$ cat config.mk
export PLATFORM = sky130hd
export DESIGN_NAME = register_bank
export DESIGN_NICKNAME = d
export VERILOG_FILES = /design/src/rtl/register_bank.sv
export SDC_FILE = /design/constraint.sdc
export NUM_CORES = 2
export LEC_CHECK = 0
export ABC_CLOCK_PERIOD_IN_PS = 23000
export CORE_MARGIN = 3
export CORE_UTILIZATION = 50
export DETAILED_ROUTE_END_ITERATION = 16
export PLACE_DENSITY = 0.69
export RECOVER_POWER = 25
export SYNTH_ARGS = -nofsm -noshare
export SYNTH_HDL_FRONTEND = slang
export SYNTH_SLANG_ARGS = --single-unit
export TNS_END_PERCENT = 50
$ cat constraint.sdc
create_clock -name clk -period 23 [get_ports clk]
set_input_delay 2.3 -clock clk [delete_from_list [all_inputs] [get_ports clk]]
set_output_delay 2.3 -clock clk [all_outputs]
set_load 0.005 [all_outputs]
$ cat src/rtl/register_bank.sv
// Fifteen-entry register bank fed by one-hot write enables, with three
// combinational read ports, same-cycle write bypass, and R15 returning pc + PC_OFFSET.
module register_bank #(
  parameter int          WIDTH     = 32,
  parameter int unsigned PC_OFFSET = 8
) (
  input  logic             clk,
  input  logic             rst,
  input  logic             en0,
  input  logic             en1,
  input  logic             en2,
  input  logic             en3,
  input  logic             en4,
  input  logic             en5,
  input  logic             en6,
  input  logic             en7,
  input  logic             en8,
  input  logic             en9,
  input  logic             en10,
  input  logic             en11,
  input  logic             en12,
  input  logic             en13,
  input  logic             en14,
  input  logic [WIDTH-1:0] writeData,
  input  logic [WIDTH-1:0] pc,
  input  logic [3:0]       ra1,
  input  logic [3:0]       ra2,
  input  logic [3:0]       ra3,
  output logic [WIDTH-1:0] rd1,
  output logic [WIDTH-1:0] rd2,
  output logic [WIDTH-1:0] rd3,
  output logic             multiWriteErr
);

  logic [14:0]      en;
  logic [WIDTH-1:0] wd_pipe;
  logic [WIDTH-1:0] regs [15];
  logic [WIDTH-1:0] pc_plus;
  logic             multi_hit;
  logic [3:0]       ra [3];
  logic [WIDTH-1:0] rd [3];

  assign en = {en14, en13, en12, en11, en10, en9, en8, en7,
               en6, en5, en4, en3, en2, en1, en0};

  // Clearing the lowest set bit leaves a nonzero value only when two or more enables are high.
  assign multi_hit = |(en & (en - 15'd1));
  assign pc_plus   = pc + WIDTH'(PC_OFFSET);

  // The write-data stage matches the decoder's registered enable latency.
  always_ff @(posedge clk or posedge rst) begin
    if (rst) begin
      wd_pipe <= '0;
    end else begin
      wd_pipe <= writeData;
    end
  end

  always_ff @(posedge clk or posedge rst) begin
    if (rst) begin
      for (int k = 0; k < 15; k++) regs[k] <= '0;
    end else begin
      for (int k = 0; k < 15; k++) begin
        if (en[k]) regs[k] <= wd_pipe;
      end
    end
  end

  always_ff @(posedge clk or posedge rst) begin
    if (rst) begin
      multiWriteErr <= 1'b0;
    end else if (multi_hit) begin
      multiWriteErr <= 1'b1;
    end
  end

  assign ra[0] = ra1;
  assign ra[1] = ra2;
  assign ra[2] = ra3;

  always_comb begin
    for (int p = 0; p < 3; p++) begin
      rd[p] = '0;
      if (ra[p] == 4'd15) begin
        rd[p] = pc_plus;
      end else if (en[ra[p]]) begin
        rd[p] = wd_pipe;
      end else begin
        rd[p] = regs[ra[p]];
      end
    end
  end

  assign rd1 = rd[0];
  assign rd2 = rd[1];
  assign rd3 = rd[2];

endmodule

==> impl_results.md <==
* PwrDens at 72.49 nW/um^2
* Area growth syn-to-layout at 11.97%
* Mapped Cells at 2681
* Min Hold Slack at ~0.55 ns
* GRT Overall Usage at about 32%
* Final hold vios at 0
* Number of synthesized register bits at 513
* Net Sw Frac at 30.03%
* Core area at 64810 um^2
* EDFF count, synth at 0
* Crit path required time at between 20 and 25 ns
* Period utilisation layout at 47.00%
* Final design area excluding fillers at around 37000 um^2
* Gate power share at 23.9%
* Final Setup Violations at 0
* Root buffer cell: clkbuf_16
* WHS Path Cells at 1
* Vias in the first global route at 26940
* PortBufs at 189
* Die Outline Area at 69070 um^2
* Drt drc at 0
* MaxCap Viol Count at 10
* I/O pins at 190
* Worst-Margin Slew at 4.027 ns
* Synth Flop Type: dfrtp_1
* Drt wl/cell at 31.68 um
* Run status: complete, but fails checks
* Post-DP HPWL at between 60000 and 70000 um
* Failing checks: max-capacitance violations, max-slew violations
* First-pass GRT wire length at ~170000 um
* Crit Path Max Fanout at 48
* Final core occ at 56.97%
* Worst path max stage delay at about 2.7 ns
* Fraction of layout cells with a size suffix above 1 at a little under a third
* Clock-pin slew on the worst setup and hold paths at 0.06 ns
* Share of power burned in registers at 40.6%
* Drt via density at 7.233
* Async SR Flop Fraction at 100.0%
* 1st-iter DRT viols at 3224
* CTS tree: yes
* Setup crit end kind: output port
* # H-tree levels at 2
* Synth unique cells at between 50 and 60
* Clk buf depth at 3
* Starting Density at 50.88%
* Final WL at 113600 um
* Seq/Total Area, Yosys at approximately two fifths
* Clock power share at 35.5%
* Num CTS Buffers at 57
* Critical setup path kind: in2out
* Drt first pass iters at 7
* Worst Path Buf+Inv at 4
* Post-synth net total at approximately 2800
* Max-slew violations at 421
* Worst rel slew slack at -168.5%
* Peak supply drop at 0.06707 mV
* Pint at roughly 1.9 mW
* GPL Wtd Cong at slightly below 0.9
* Post-CTS Hold Buffers at 0
* Slowest-stage cell, CP: clkbuf_1
* RSZ-0062 raised after global routing: no
* Inst Count DP at 3477
* Die Y at 262.8 um
* Crit start category: primary input
* Placement Cell Area at around 35000 um^2
* Post-cts resize count at 0
* Clk sinks at 513
* Max Clk Rate at 92.50 MHz
* Setup TNS at 0 ns
* Sw power at around 0.8 mW
* R2R depth at 2
* Synth Warn # at 0
* GRT overflow at 0
* Layout fillers at 5141
* Vias at 25930
* Clk Latency, worst-skew pair at 0.64 ns
* Worst hold-check path type: reg2reg
* # rows at 93
* DRT antenna net count at 0
* Largest net degree at the start of global routing at between 150 and 200
* Worst EP arrival at 8.51 ns
* Die width at 262.8 um
* Leak pwr at ~15 nW
* Period minus WS final at 10.81 ns
* Post-CTS setup buffer count at 0
* Nets at 2775
* Clk_skew at 0.02586 ns
* Cell Chain, Critical Path: buf_2 -> clkbuf_1 -> mux4_2 -> nor3b_1 -> nor4_4 -> buf_4 -> nor3_1 -> a221o_1 -> clkdlybuf4s50_1
* Post-Syn Area at between 30000 and 40000 um^2
* Avg Inst Size Synth at 12.30 um^2
* Antenna violations before repair at 1
* Finished Layout Cells at between 3000 and 4000
* CP delay by family, top: buffers and inverters
* Number of diodes at 0
* Critical Path Stages at 9
## power groups by stage
| stage | sequential (mW) | clock [mW] | combinational [mW] |
|---|---|---|---|
| 6_report | 1.09 | 0.949 | 0.640 |
| 5_1_grt | 1.10 | 0.993 | 0.676 |
| 4_1_cts | 1.08 | 0.960 | 0.631 |
| 3_5_place_dp | 1.10 | 0 | 0.628 |
| 3_3_place_gp | 1.09 | 0 | 0.618 |
| 2_1_floorplan | 1.06 | 0 | 0.430 |
## logic make-up (layout without fill, tap and decap cells)
logic type,count (synthesis),count (layout),synth area share [%]
buffers and inverters,345,394,4.568
AOI/OAI and AO/OA,484,484,11.88
DFF,513,513,38.93
and+or+nand+nor,371,371,5.775
adders and majority gates,2,2,0.06829
muxes,939,939,38.07
xor gates and xnor gates,27,27,0.7171
## final cells by class
class                      instances  area (um^2)  share of cell area (%)
multi-input combinational       1823        18700                   50.65
clock buffer                      88         1743                   4.720
inverter                          40        157.7                  0.4270
tap                              855         1070                   2.897
clock inverter                    20        207.7                  0.5625
timing repair buffer             246         2206                   5.974
sequential                       513        12840                   34.77
## stage by stage
stage / total power [mW] / setup WS (ns)
floorplan: 1.493 / 6.372
global placement: 1.705 / 14.16
detailed placement: 1.726 / 14.12
CTS: 2.673 / 14.11
global route: 2.768 / 12.13
finish: 2.676 / 12.19
## metal layers
metal | vias up | track usage [%] | share of wire (%) | wire length, um
met3 | 394 | 7.555 | 10 | 11590
met1 | 13360 | 41.14 | 38 | 42680
met5 | - | 1.109 | 0.11 | 120
met2 | 1606 | 50.87 | 46 | 52290
met4 | 4 | 17.31 | 6.1 | 6885
li1 | 10560 | - | - | -
## placed cells by master (no fill, tap or decap), drive strengths merged, types with 36 or more instances in the layout
| master | netlist | routed |
|---|---|---|
| nor2 | 36 | 36 |
| o21ai | 42 | 42 |
| clkdlybuf4s50 | 0 | 130 |
| mux2i | 281 | 281 |
| buf | 159 | 74 |
| clkbuf | 146 | 98 |
| a22oi | 49 | 49 |
| nand2b | 64 | 64 |
| mux2 | 451 | 451 |
| a221o | 62 | 62 |
| nand2 | 94 | 94 |
| mux4 | 207 | 207 |
| a21oi | 45 | 45 |
| dfrtp | 513 | 513 |
| nor3 | 103 | 103 |
| o221ai | 107 | 107 |
| a221oi | 93 | 93 |
| inv | 40 | 42 |
## Yosys cell counts (all sizes together), types with 12 or more instances
cell	instances	area, um^2
inv	40	150.1
a21o	18	135.1
nor2	36	135.1
dfrtp	513	12840
mux2i	281	2813
mux4	207	4662
a22oi	49	372.9
o21ai	42	210.2
nor3	103	515.5
nand2	94	352.8
buf	159	808.3
o31ai	16	120.1
mux2	451	5079
a221oi	93	820.8
nand2b	64	400.4
nand3	16	80.08
a22o	26	227.7
clkbuf	146	548.0
xnor2	16	140.1
a221o	62	620.6
a21oi	45	225.2
o221ai	107	937.2
and2	12	75.07
## worst paths after layout
check	startpoint	to	slack, ns
max	en7	rd1[30]	12.19
min	regs[243]	regs[243]	0.55
max reg2reg	wd_pipe[31]	regs[63]	21.71
min reg2reg	regs[243]	regs[243]	0.55
max in group asynchronous	rst	regs[171]	17.49
min in group asynchronous	rst	regs[261]	2.24
## state kept, by name (all words and copies together), names as in the netlist
name	flops
multiWriteErr	1
regs	480
wd_pipe	32
Power figures use the tool's default switching activity.
